$ cat src/rtl/aspida_seq_pkg.sv
// ---------------------------------------------------------------------------
// aspida_seq_pkg
// Shared definitions for the phase sequencer and its delay-chain loader:
// FSM state encoding, vector/counter widths and the phase-length helper.
// No ports (package).
// ---------------------------------------------------------------------------
package aspida_seq_pkg;

    localparam int DEL_VEC_W  = 11;
    localparam int PAIR_CNT_W = 16;
    localparam int CFG_W      = 8;
    localparam int BIT_CNT_W  = $clog2(DEL_VEC_W);

    // Index of the last bit shifted out (bit 0 of the captured vector).
    localparam logic [BIT_CNT_W-1:0] SHIFT_LAST_BIT = BIT_CNT_W'(DEL_VEC_W - 1);

    typedef enum logic [2:0] {
        ST_IDLE = 3'd0,
        ST_LOAD = 3'd1,
        ST_WAIT = 3'd2,
        ST_G1   = 3'd3,
        ST_GAP  = 3'd4,
        ST_G2   = 3'd5
    } state_t;

    // A phase of length L occupies L cycles, so the down-counter is loaded
    // with L-1 and the state exits when it reaches 0. Length 0 means 1.
    function automatic logic [CFG_W-1:0] len_to_cnt(input logic [CFG_W-1:0] len);
        return (len == '0) ? '0 : len - CFG_W'(1);
    endfunction

endpackage

$ cat src/rtl/aspida_del_shifter.sv
// ---------------------------------------------------------------------------
// aspida_del_shifter
// Serial loader for the controller delay chain. On start it captures the
// delay-select vector and shifts it out MSB first, two clocks per bit:
// data changes while shift_clk is low and is held through shift_clk high.
// A full load takes 2*DEL_VEC_W cycles; done marks the final cycle.
//
// Ports:
//   clk, reset       - system clock, synchronous active-high reset
//   start            - one-cycle pulse, captures vector and begins a load
//   vector           - delay-select vector to shift out
//   done             - high during the last cycle of a load (combinational)
//   scan_en          - registered, high for the whole load
//   scan_in          - registered serial data, 0 when idle
//   shift_clk        - registered shift clock for the delay chain
// ---------------------------------------------------------------------------
module aspida_del_shifter
    import aspida_seq_pkg::*;
(
    input  logic                 clk,
    input  logic                 reset,
    input  logic                 start,
    input  logic [DEL_VEC_W-1:0] vector,
    output logic                 done,
    output logic                 scan_en,
    output logic                 scan_in,
    output logic                 shift_clk
);

    logic [DEL_VEC_W-1:0] shreg;
    logic [BIT_CNT_W-1:0] bit_cnt;

    assign done = scan_en & shift_clk & (bit_cnt == SHIFT_LAST_BIT);

    // NOTE: sequential state uses non-blocking assignments only, so every
    // register samples the pre-edge values of the others.
    always_ff @(posedge clk) begin
        if (reset) begin
            shreg     <= '0;
            bit_cnt   <= '0;
            scan_en   <= 1'b0;
            scan_in   <= 1'b0;
            shift_clk <= 1'b0;
        end else if (start) begin
            // MSB goes straight to scan_in; the rest waits in shreg.
            shreg     <= vector << 1;
            bit_cnt   <= '0;
            scan_en   <= 1'b1;
            scan_in   <= vector[DEL_VEC_W-1];
            shift_clk <= 1'b0;
        end else if (scan_en) begin
            if (!shift_clk) begin
                shift_clk <= 1'b1;
            end else if (bit_cnt == SHIFT_LAST_BIT) begin
                scan_en   <= 1'b0;
                scan_in   <= 1'b0;
                shift_clk <= 1'b0;
                bit_cnt   <= '0;
            end else begin
                shift_clk <= 1'b0;
                scan_in   <= shreg[DEL_VEC_W-1];
                shreg     <= shreg << 1;
                bit_cnt   <= bit_cnt + 1'b1;
            end
        end
    end

endmodule

$ cat src/rtl/aspida_phase_seq.sv
// ---------------------------------------------------------------------------
// aspida_phase_seq
// Two-phase pulse sequencer. While run is high (and halt low) it issues
// back-to-back pairs: WAIT (cfg_idle), G1 pulse (cfg_g1), GAP (cfg_gap),
// G2 pulse (cfg_g2). A started pulse always completes; only WAIT can be
// aborted. In IDLE a del_load pulse serially loads del_vector into the
// controller delay chain through aspida_del_shifter.
//
// Optional feature (macro ASPIDA_PHASE_SEQ_STEP_EN): adds input step; a step
// pulse in IDLE runs exactly one pair and returns to IDLE regardless of run.
//
// Ports:
//   clk, reset                     - clock, synchronous active-high reset
//   run, halt                      - level controls for pair issue
//   cfg_idle/g1/gap/g2 [7:0]       - phase lengths in cycles (0 acts as 1)
//   del_vector [10:0], del_load    - delay-chain vector and load request
//   step (optional)                - single-pair request
//   global_g1, global_g2           - registered non-overlapping pulses
//   del_scan_en/scan_in/shift_clk  - registered serial load interface
//   busy                           - registered, high outside IDLE
//   pair_cnt [15:0]                - registered count of completed pairs
// ---------------------------------------------------------------------------
module aspida_phase_seq
    import aspida_seq_pkg::*;
(
    input  logic                  clk,
    input  logic                  reset,
    input  logic                  run,
    input  logic                  halt,
    input  logic [CFG_W-1:0]      cfg_idle,
    input  logic [CFG_W-1:0]      cfg_g1,
    input  logic [CFG_W-1:0]      cfg_gap,
    input  logic [CFG_W-1:0]      cfg_g2,
    input  logic [DEL_VEC_W-1:0]  del_vector,
    input  logic                  del_load,
`ifdef ASPIDA_PHASE_SEQ_STEP_EN
    input  logic                  step,
`endif
    output logic                  global_g1,
    output logic                  global_g2,
    output logic                  del_scan_en,
    output logic                  del_scan_in,
    output logic                  del_shift_clk,
    output logic                  busy,
    output logic [PAIR_CNT_W-1:0] pair_cnt
);

    state_t           state, next_state;
    logic [CFG_W-1:0] cnt, entry_cnt;
    logic [CFG_W-1:0] len_g1, len_gap, len_g2;
    logic             go, abort, shift_start, shift_done, pair_done;
    logic             step_req, step_mode;

    assign go = run & ~halt;

`ifdef ASPIDA_PHASE_SEQ_STEP_EN
    logic step_mode_q;
    assign step_req  = step;
    assign step_mode = step_mode_q;

    always_ff @(posedge clk) begin
        if (reset) begin
            step_mode_q <= 1'b0;
        end else if (state == ST_IDLE && next_state == ST_WAIT) begin
            step_mode_q <= step_req;
        end else if (next_state == ST_IDLE) begin
            step_mode_q <= 1'b0;
        end
    end
`else
    assign step_req  = 1'b0;
    assign step_mode = 1'b0;
`endif

    // A stepped pair ignores run but still honours halt while in WAIT.
    assign abort = step_mode ? halt : ~go;

    // NOTE: every variable driven here gets a default first, so no path
    // through the case can leave one unassigned and infer a latch.
    always_comb begin
        next_state  = state;
        shift_start = 1'b0;
        pair_done   = 1'b0;
        unique case (state)
            ST_IDLE: begin
                if (del_load) begin
                    next_state  = ST_LOAD;
                    shift_start = 1'b1;
                end else if (go || step_req) begin
                    next_state = ST_WAIT;
                end
            end
            ST_LOAD: if (shift_done) next_state = ST_IDLE;
            ST_WAIT: begin
                if (abort)           next_state = ST_IDLE;
                else if (cnt == '0)  next_state = ST_G1;
            end
            ST_G1:   if (cnt == '0) next_state = ST_GAP;
            ST_GAP:  if (cnt == '0) next_state = ST_G2;
            ST_G2: begin
                if (cnt == '0) begin
                    pair_done  = 1'b1;
                    next_state = (go && !step_mode) ? ST_WAIT : ST_IDLE;
                end
            end
            default: next_state = ST_IDLE;
        endcase
    end

    // Counter value for the state being entered. WAIT reads cfg_idle live
    // (it is sampled on this very edge); later phases use the shadow copies.
    always_comb begin
        entry_cnt = '0;
        case (next_state)
            ST_WAIT: entry_cnt = len_to_cnt(cfg_idle);
            ST_G1:   entry_cnt = len_to_cnt(len_g1);
            ST_GAP:  entry_cnt = len_to_cnt(len_gap);
            ST_G2:   entry_cnt = len_to_cnt(len_g2);
            default: entry_cnt = '0;
        endcase
    end

    always_ff @(posedge clk) begin
        if (reset) begin
            state     <= ST_IDLE;
            cnt       <= '0;
            len_g1    <= '0;
            len_gap   <= '0;
            len_g2    <= '0;
            pair_cnt  <= '0;
            global_g1 <= 1'b0;
            global_g2 <= 1'b0;
            busy      <= 1'b0;
        end else begin
            state <= next_state;

            // No state re-enters itself, so a state change marks an entry.
            if (next_state != state) begin
                cnt <= entry_cnt;
            end else if (cnt != '0) begin
                cnt <= cnt - CFG_W'(1);
            end

            // Freeze the pair's lengths at WAIT entry so mid-pair cfg edits
            // only take effect on the following pair.
            if (next_state == ST_WAIT && state != ST_WAIT) begin
                len_g1  <= cfg_g1;
                len_gap <= cfg_gap;
                len_g2  <= cfg_g2;
            end

            if (pair_done) begin
                pair_cnt <= pair_cnt + 1'b1;
            end

            // Outputs are decoded from next_state so they line up with the
            // registered state yet come straight from flops.
            global_g1 <= (next_state == ST_G1);
            global_g2 <= (next_state == ST_G2);
            busy      <= (next_state != ST_IDLE);
        end
    end

    aspida_del_shifter u_shifter (
        .clk       (clk),
        .reset     (reset),
        .start     (shift_start),
        .vector    (del_vector),
        .done      (shift_done),
        .scan_en   (del_scan_en),
        .scan_in   (del_scan_in),
        .shift_clk (del_shift_clk)
    );

endmodule

$ cat config.mk
export PLATFORM = sky130hd
export DESIGN_NAME = aspida_phase_seq
export DESIGN_NICKNAME = d
export VERILOG_FILES = /design/src/rtl/aspida_seq_pkg.sv /design/src/rtl/aspida_del_shifter.sv /design/src/rtl/aspida_phase_seq.sv
export SDC_FILE = /design/constraint.sdc
export NUM_CORES = 1
export LEC_CHECK = 0
export ABC_AREA = 1
export ABC_CLOCK_PERIOD_IN_PS = 3300
export BUFFER_PORTS_ARGS = -buffer_cell sky130_fd_sc_hd__buf_4
export CORE_MARGIN = 4
export CORE_UTILIZATION = 30
export DETAILED_ROUTE_END_ITERATION = 10
export GPL_TIMING_DRIVEN = 0
export SYNTH_ARGS = -nofsm -noshare
export SYNTH_HDL_FRONTEND = slang
export SYNTH_SLANG_ARGS = --single-unit
$ cat constraint.sdc
create_clock -name clk -period 3.3 [get_ports clk]
set_input_delay 0.66 -clock clk [delete_from_list [all_inputs] [get_ports clk]]
set_output_delay 0.66 -clock clk [all_outputs]
set_load 0.02 [all_outputs]
==> results of run 1 <==
registers in the layout, indices dropped and copies added, names as in the netlist:
| signal | cells |
|---|---|
| state | 3 |
| pair_cnt | 16 |
| global_g1 | 1 |
| u_shifter.bit_cnt | 4 |
| len_gap | 8 |
| len_g1 | 8 |
| u_shifter.shreg | 10 |
| busy | 1 |
| global_g2 | 1 |
| u_shifter.scan_in | 1 |
| u_shifter.shift_clk | 1 |
| len_g2 | 8 |
| u_shifter.scan_en | 1 |
| cnt | 8 |
tightest hold or removal path, stage by stage, from the launching register on:
cell	delay [ns]
dfxtp_1	0.30
nand2_1	0.05
a21oi_1	0.06
cells by family after synthesis:
| family | after synthesis | synth area share [%] |
|---|---|---|
| flip-flops | 71 | 34.0 |
| XOR/XNOR | 22 | 4.61 |
| AO/OA/AOI/OAI | 131 | 17.6 |
| adder cells (fa/ha/maj) | 10 | 2.99 |
| buffers and inverters | 100 | 9.48 |
| AND/OR/NAND/NOR | 275 | 31.4 |
layout make-up:
type,count,share of cell area [%]
Clock buffer,11,4.67
Tap cell,176,4.24
Clock inverter,5,0.650
Inverter,83,6.06
Sequential cell,71,27.3
Buffer,17,1.56
Timing Repair Buffer,69,9.96
Multi-Input combinational cell,438,45.5
synth_stat cells (all sizes together):
| master | count | share of area, % |
|---|---|---|
| a221oi | 1 | 0.21 |
| a21oi | 64 | 8.0 |
| clkinv | 3 | 0.30 |
| nor2 | 79 | 8.1 |
| nor3 | 13 | 1.8 |
| nor4 | 1 | 0.15 |
| nand2 | 112 | 11 |
| xor2 | 20 | 4.2 |
| inv | 80 | 7.2 |
| nand4 | 30 | 4.5 |
| a211oi | 1 | 0.18 |
| ha | 10 | 3.0 |
| a31oi | 3 | 0.45 |
| o21ba | 1 | 0.24 |
| buf | 9 | 1.2 |
| nor3b | 4 | 0.72 |
| or2 | 3 | 0.45 |
| or3 | 1 | 0.15 |
| o2111a | 1 | 0.27 |
| o21a | 1 | 0.18 |
| o21ai | 51 | 6.5 |
| o2111ai | 1 | 0.21 |
| o211ai | 7 | 1.3 |
| nand3 | 32 | 4.5 |
| xnor2 | 2 | 0.42 |
| clkbuf | 8 | 0.72 |
| dfxtp | 71 | 34 |
worst paths after layout:
check	to	start	slack (ns)	depth (start not counted)
setup / recovery	cnt[1]	cnt[0]	1.07	14
hold reg to reg	u_shifter.shreg[3]	u_shifter.shreg[3]	0.46	2
setup reg to reg	cnt[1]	cnt[0]	1.07	14
hold / removal	u_shifter.shreg[3]	u_shifter.shreg[3]	0.46	2
layer usage:
layer  vias to the layer above  part of all wire (%)  track usage [%]
met5                         -                     0                0
met4                         0                   2.1             4.73
met3                        14                   3.8             3.22
met2                        61                    46             21.6
met1                      1793                    48             17.4
li1                       2185                     -                -
power by group through the flow:
stage / registers (W) / clock network, W / logic, W
floorplan: 0.000997 / 0 / 0.000659
global placement: 0.00100 / 0 / 0.000858
detailed placement: 0.00100 / 0 / 0.000854
CTS: 0.000982 / 0.000929 / 0.000860
global route: 0.000991 / 0.000963 / 0.000968
finish: 0.000981 / 0.000904 / 0.000853
per-stage QoR:
stage	std cells	worst slack (ns)
3_3_place_gp	854	1.01
6_report	870	1.07
2_1_floorplan	609	1.46
3_5_place_dp	854	1.02
4_1_cts	870	1.06
5_1_grt	870	0.832
==> PnR_summary.wiki, run 1 <==
{| class="wikitable"
! Metric !! Value
|-
| Post-CTS Setup Bufs || 0
|-
| Sequential share of the synthesized area || roughly a third
|-
| Wire length of the first global-routing pass || around 18 mm
|-
| Slew headroom || a little under three fifths
|-
| Initial core utilization || 31.1%
|-
| Vias post-DR || between 4000 and 5000
|-
| Total half-perimeter wirelength after legalization and detailed placement || slightly above 8 mm
|-
| H-tree Lvls || 3
|-
| Post-route setup TNS || 0 ns
|-
| Aggregate routed wire length || approximately 11 mm
|-
| Pin count of the biggest net entering global routing || 13
|-
| Skew final || 0.00680 ns
|-
| Unrepaired setup endpoints after global routing || false
|-
| Final setup fails || 0
|-
| Boundary Pins || 70
|-
| Switching power total || 0.000954 W
|-
| Number of buffers created by CTS || 9
|-
| Design area || roughly 5200 µm²
|-
| Leftover overflow at the end of global routing || 0
|-
| Maximum fanout along the worst path || 10
|-
| Clk pwr share || 33.0%
|-
| Cell breakdown of the critical path || inv_1, ha_1, nand2_1, nor2_4, buf_6, inv_2, nand3_1, nand2_2, inv_2, nor2_4, nand2_1, nand2_1, o21ai_1, a21oi_1
|-
| Core Area || around 13000 µm²
|-
| Highest-delay cell along the critical path || dfxtp_1
|-
| Total of buffers placed on input and output ports || approximately 70
|-
| Number of instances in the synthesized netlist || 609
|-
| Detailed router's first-iteration violation count || roughly 180
|-
| Clock latency reported for the late side of the worst-skew pair || 0.34 ns
|-
| TritonCTS sink count || a little over 70
|-
| Total global-route track usage || approximately an eighth
|-
| Max Clk Rate || between 400 and 500 MHz
|-
| Worst hold path type || reg2reg
|-
| Share of final-layout standard cells stronger than drive strength 1 || 19.3%
|-
| Lkg Pwr || between 2 and 2.5 nW
|-
| Average size of a mapped cell || 6.87 µm²
|-
| Proportion of power drawn by combinational gates || between 30% and 40%
|-
| Die area || between 15000 and 20000 µm²
|-
| Part of the cycle the worst path needs || a little under 70%
|-
| Worst hold slack || around 0.46 ns
|-
| Area after DPL || about 4900 µm²
|-
| Drt wl/cell || about 12 µm
|-
| Most frequent cell on the critical path || nand2_1
|-
| Vias in the first global route || about 3800
|-
| Leading cell type in the layout, fill and taps excluded || nand2_1
|-
| Clock transition at path regs || around 0.06 ns
|-
| Data arrival time of the critical path || ~2.5 ns
|-
| Number of antenna repair diodes || 0
|-
| Number of cells upsized or downsized after cts || 0
|-
| Final core utilization || around 39%
|-
| Part of the total power dissipated in sequential elements || a little over a third
|-
| Number of nets produced by synthesis || between 600 and 700
|-
| Number of search-and-repair iterations in the first detailed-routing pass || 4
|-
| Outcome || completed
|-
| Initial antenna violation count || 0
|-
| Post-synthesis to final-layout area growth || 24.3%
|-
| Cell Int Power || ~0.0018 W
|-
| Synthesized flop and latch total || 71
|-
| Delay of the slowest cell on the worst path || a little under 0.3 ns
|-
| Maximum root-to-sink buffer count || 2
|-
| Critical path capture point type || register
|-
| Number of buffer and inverter stages on the critical path || 4
|-
| GP Congestion || between 0.8 and 0.9
|-
| TritonCTS clock tree || yes
|-
| Detail Route Antenna Nets || 0
|-
| Yosys warning count || 0
|-
| Final Slew Violations || 0
|-
| Slew at the pin with the worst max-slew slack || 0.646 ns
|-
| Critical Setup Path Class || reg2reg
|-
| Critical path required time || around 3.5 ns
|-
| Number of hold-repair buffers added at the cts stage || 0
|-
| Die Y || roughly 130 µm
|-
| Remaining DRCs || 0
|-
| Clk root buf || clkbuf_16
|-
| Net count of the finished layout || around 750
|-
| Number of different library cells in the post-synthesis netlist || 43
|-
| Most frequent cells in the layout || 103 x nand2_1, 73 x inv_1, 71 x dfxtp_1
|-
| Area taken by multi-input logic gates || between 2000 and 2500 µm²
|-
| Number of hold violations in the final report || 0
|-
| Total power || ~0.0027 W
|-
| Combined flip-flop and latch cell area || approximately 1400 µm²
|-
| Cell area after synthesis || ~4200 µm²
|-
| Critical Path Source Type || register
|-
| Avg Vias per Cell || around 4.7
|-
| Cell Rows || 42
|-
| Final-layout fill cell count || 1479
|-
| Worst IR drop on VDD || 265 µV
|-
| Min Tclk post-route || between 2 and 2.5 ns
|-
| Die extent in x || 126 µm
|-
| Dominant delay contributor by cell family on the critical path || simple AND/OR/NAND/NOR gates
|-
| Switching Share || a little over a third
|-
| Number of violations of the max-capacitance limit || 0
|-
| Power per cell area || ~530 nW/µm²
|}
Note: power is estimated with default switching activity, not from simulation.
==> run 2, diff against run 1 <==
--- a/config.mk
+++ b/config.mk
@@ -5,8 +5,8 @@
 export SDC_FILE = /design/constraint.sdc
 export NUM_CORES = 1
 export LEC_CHECK = 0
-export ABC_AREA = 1
-export ABC_CLOCK_PERIOD_IN_PS = 3300
+export ABC_AREA = 0
+export ABC_CLOCK_PERIOD_IN_PS = 2100
 export BUFFER_PORTS_ARGS = -buffer_cell sky130_fd_sc_hd__buf_4
 export CORE_MARGIN = 4
 export CORE_UTILIZATION = 30
==> constraint.sdc (replaced) <==
create_clock -name clk -period 2.1 [get_ports clk]
set_input_delay 0.42 -clock clk [delete_from_list [all_inputs] [get_ports clk]]
set_output_delay 0.42 -clock clk [all_outputs]
set_load 0.02 [all_outputs]
==> run 2 against run 1 <==
Against the previous run: area after synthesis fell by 0.66%; sequential share of layout area down 3.9 points; the run now ends with setup timing left; clock skew decreased by 0.0020 ns; critical path type unchanged; clock power is 81% higher; largest power group is now clock.
==> PnR_summary.wiki, run 2 <==
{| class="wikitable"
! Metric !! Value
|-
| Critical path required time || 2.30 ns (-1.22 ns)
|-
| Initial antenna violation count || 0 (unchanged)
|-
| Max Clk Rate || 430 MHz (-4.2%)
|-
| Yosys warning count || 0 (unchanged)
|-
| Outcome || finished, violations left
|-
| Layout Cells excl Fill || 819 (-5.9%)
|-
| Proportion of register bits with asynchronous set or reset after synthesis || 0% (unchanged)
|-
| Worst hold path type || in2reg
|-
| Flip-flop count of the largest register after layout || 16 (unchanged)
|-
| Clock transition at path regs || 0.05 ns (about the same)
|-
| Cell Count Post-Placement || 772 (-9.6%)
|-
| Cell Rows || 42 (unchanged)
|-
| Total of buffers placed on input and output ports || 68 (-1.4%)
|-
| Fraction of synthesized cell area taken by the top area cell type || 34.2% (+0.22 points)
|-
| Leading cell type in the layout, fill and taps excluded || buf_4
|-
| Number of hold violations in the final report || 0 (unchanged)
|-
| Data arrival time of the critical path || 2.52 ns (+0.07 ns)
|-
| Most used standard cell by instance count after synthesis || nand2_1
|-
| Pin count of the biggest net entering global routing || 13 (unchanged)
|-
| Area after DPL || 4990 µm² (+1.3%)
|-
| Vias post-DR || 4155 (+2.5%)
|-
| Die Y || 126 µm (-0.31%)
|-
| TritonCTS clock tree || yes
|-
| Critical path capture point type || register
|-
| Min Tclk post-route || 2.32 ns (+0.0973 ns)
|-
| Power per cell area || 674 nW/µm² (+28%)
|-
| Largest cells by area after synthesis || dfxtp_1 34%, nand2_1 6.9%, nor2_1 6.3%
|-
| Part of the total power dissipated in sequential elements || 35.6% (-0.2 points)
|-
| Violated checks || setup timing
|-
| HP Start || del_vector[0]
|-
| Core Area || 13400 µm² (-0.39%)
|-
| GP Congestion || 0.876 (+8.9%)
|-
| Synthesized flop and latch total || 71 (unchanged)
|-
| Clk root buf || clkbuf_16
|-
| Number of nets produced by synthesis || 586 (-12%)
|-
| Xor/xnor cell area share of the yosys netlist || 9.06% (+4.5 points)
|-
| Number of antenna repair diodes || 0 (unchanged)
|-
| Share of final-layout standard cells stronger than drive strength 1 || 37.0% (+18 points)
|-
| Clock latency reported for the late side of the worst-skew pair || 0.34 ns (about the same)
|-
| Total half-perimeter wirelength after legalization and detailed placement || 8.88 mm (+7.0%)
|-
| Number of hold-repair buffers added at the cts stage || 0 (unchanged)
|-
| Ranking of synthesized cells by instance count || 76 x nand2_1, 71 x dfxtp_1, 70 x nor2_1
|-
| Slew at the pin with the worst max-slew slack || 0.737 ns (+0.0914 ns)
|-
| Adder-cell area share of the yosys netlist || 3.01% (+0.020 points)
|-
| Worst setup path start || cnt[0]
|-
| Number of different library cells in the post-synthesis netlist || 61 (+42%)
|-
| Proportion of power drawn by combinational gates || 24.4% (-6.8 points)
|-
| Switching power total || 0.00118 W (+24%)
|-
| Cell area after synthesis || 4160 µm² (-0.66%)
|-
| Reg2Reg Launch Point || cnt[0]
|-
| Leftover overflow at the end of global routing || 0 (unchanged)
|-
| Worst IR drop on VDD || 349 µV (+32%)
|-
| Maximum fanout along the worst path || 5 (-5)
|-
| Fraction of the mapped netlist area in compound gates || 18.0% (+0.45 points)
|-
| Number of instances in the synthesized netlist || 528 (-13%)
|-
| Critical Setup Path Class || reg2reg
|-
| Switching Share || 28.8% (-6.1 points)
|-
| Cell Int Power || 0.00292 W (+64%)
|-
| Simple-gate portion of the synthesized area || 29.0% (-2.4 points)
|-
| Average size of a mapped cell || 7.87 µm² (+15%)
|-
| Final Slew Violations || 0 (unchanged)
|-
| Number of search-and-repair iterations in the first detailed-routing pass || 4 (unchanged)
|-
| H-tree Lvls || 3 (unchanged)
|-
| Wire length of the first global-routing pass || 19.1 mm (+8.4%)
|-
| Clk pwr share || 39.9% (+6.9 points)
|-
| Library cell occupying the most area in the post-synthesis netlist || dfxtp_1
|-
| Post-synthesis to final-layout area growth || 46.5%
|-
| Number of buffers created by CTS || 9 (unchanged)
|-
| Remaining DRCs || 0 (unchanged)
|-
| Final core utilization || 45.4% (+6.8 points)
|-
| Final setup fails || 43 (+43)
|-
| Mux cell area share after synthesis || 2.89% (+2.9 points)
|-
| Most flops, register || pair_cnt
|-
| Maximum root-to-sink buffer count || 2 (unchanged)
|-
| Dominant combinational cell family by area after synthesis || simple AND/OR/NAND/NOR gates
|-
| Detailed router's first-iteration violation count || 257 (+45%)
|-
| Setup slack after layout || -0.223 ns (-1.30 ns)
|-
| Initial core utilization || 31.0% (-0.083 points)
|-
| Part of the cycle the worst path needs || 111% (+43 points)
|-
| Design area || 6090 µm² (+17%)
|-
| Most frequent cells in the layout || 90 x buf_4, 69 x dfxtp_1, 68 x nor2_1
|-
| Number of synthesized flops with an enable pin || 0 (unchanged)
|-
| Most frequently used flop master after synthesis || dfxtp_1
|-
| Lkg Pwr || 2.30 nW (-1.6%)
|-
| Vias in the first global route || 3943 (+4.8%)
|-
| Drt wl/cell || 14.9 µm (+22%)
|-
| Slew headroom || 50.8% (-6.1 points)
|-
| Aggregate routed wire length || 12.2 mm (+15%)
|-
| Largest regs || pair_cnt x16, u_shifter.shreg x10
|-
| Total global-route track usage || 14.5% (+1.2 points)
|-
| Boundary Pins || 70 (unchanged)
|-
| Unrepaired setup endpoints after global routing || true
|-
| Detail Route Antenna Nets || 0 (unchanged)
|-
| Die extent in x || 126 µm (-0.31%)
|-
| TritonCTS sink count || 71 (unchanged)
|-
| Net count of the finished layout || 697 (-6.7%)
|-
| Sequential share of the synthesized area || 34.2% (+0.22 points)
|-
| Avg Vias per Cell || 5.07 (+8.9%)
|-
| Skew final || 0.00477 ns (-0.00203 ns)
|-
| Number of violations of the max-capacitance limit || 0 (unchanged)
|-
| Die area || 15800 µm² (-0.62%)
|-
| Critical Path Source Type || register
|}
[run 2: changes by cell type after synthesis, sizes merged, moves of 21 or more]
cell / change
nand3: -22
nand4: -21
nand2: -35
inv: -65
o21ai: -40
[run 2: timing repair]
item	CTS	global route
buffers inserted	14	17
pin swaps	47	39
gates resized for setup	45	94
endpoints found under the setup margin	46	55
gates cloned	2	2
[run 2: power groups by stage]
stage / sequential (W) / clock, W / combinational, W
6_report: 0.00146 / 0.00164 / 0.00100
5_1_grt: 0.00147 / 0.00173 / 0.00109
4_1_cts: 0.00145 / 0.00168 / 0.000867
3_5_place_dp: 0.00148 / 0 / 0.000784
3_3_place_gp: 0.00148 / 0 / 0.000770
2_1_floorplan: 0.00148 / 0 / 0.000553
[run 2: logic make-up (layout without fill, tap and decap cells)]
| family | count (synthesis) | after routing |
|---|---|---|
| simple gates | 244 | 244 |
| fa+ha+maj | 10 | 10 |
| compound gates | 109 | 109 |
| xor+xnor | 43 | 43 |
| mux | 12 | 12 |
| flops | 71 | 71 |
| buf+inv | 39 | 154 |
[run 2: cell type report]
class,instances,area [µm²]
Fill cell,1302,7310
Multi-Input combinational cell,418,3080
Sequential cell,71,1430
Timing Repair Buffer,102,847
Clock buffer,10,239
Tap cell,176,220
Buffer,22,131
Clock inverter,5,82.6
Inverter,15,58.8
[run 2: path summary, 6_finish.rpt]
kind / slack, ns / to / cells after the start
max: -0.22 / cnt[0] / 9
min reg2reg: 0.49 / len_g2[7] / 2
min: 0.33 / u_shifter.shreg[1] / 3
max reg2reg: -0.22 / cnt[0] / 9
[run 2: routing by layer]
layer,share of wire (%),vias to the layer above,track usage [%]
li1,-,2086,-
met1,45,1955,19.2
met2,48,102,23.3
met3,5.6,12,4.36
met4,1.3,0,3.70
met5,0,-,0
[run 2: worst max-delay path, stage by stage (launching register included)]
cell	delay (ns)
dfxtp_4	0.35
inv_4	0.06
ha_4	0.13
nor4b_4	0.32
a211oi_1	0.20
or3_4	0.40
buf_12	0.14
nand4_1	0.05
nor4bb_1	0.46
a2111oi_2	0.06
[run 2: per-stage QoR]
step / TNS, ns / total power (W) / setup slack [ns] / hold WS [ns]
CTS: -8.85 / 0.00399 / -0.266 / 0.317
detailed placement: -16.82 / 0.00226 / -0.534 / 0.470
global route: -10.74 / 0.00429 / -0.353 / 0.327
global placement: -15.89 / 0.00225 / -0.494 / 0.453
finish: -7.08 / 0.00411 / -0.223 / 0.335
floorplan: -1.44 / 0.00203 / -0.0658 / 0.439
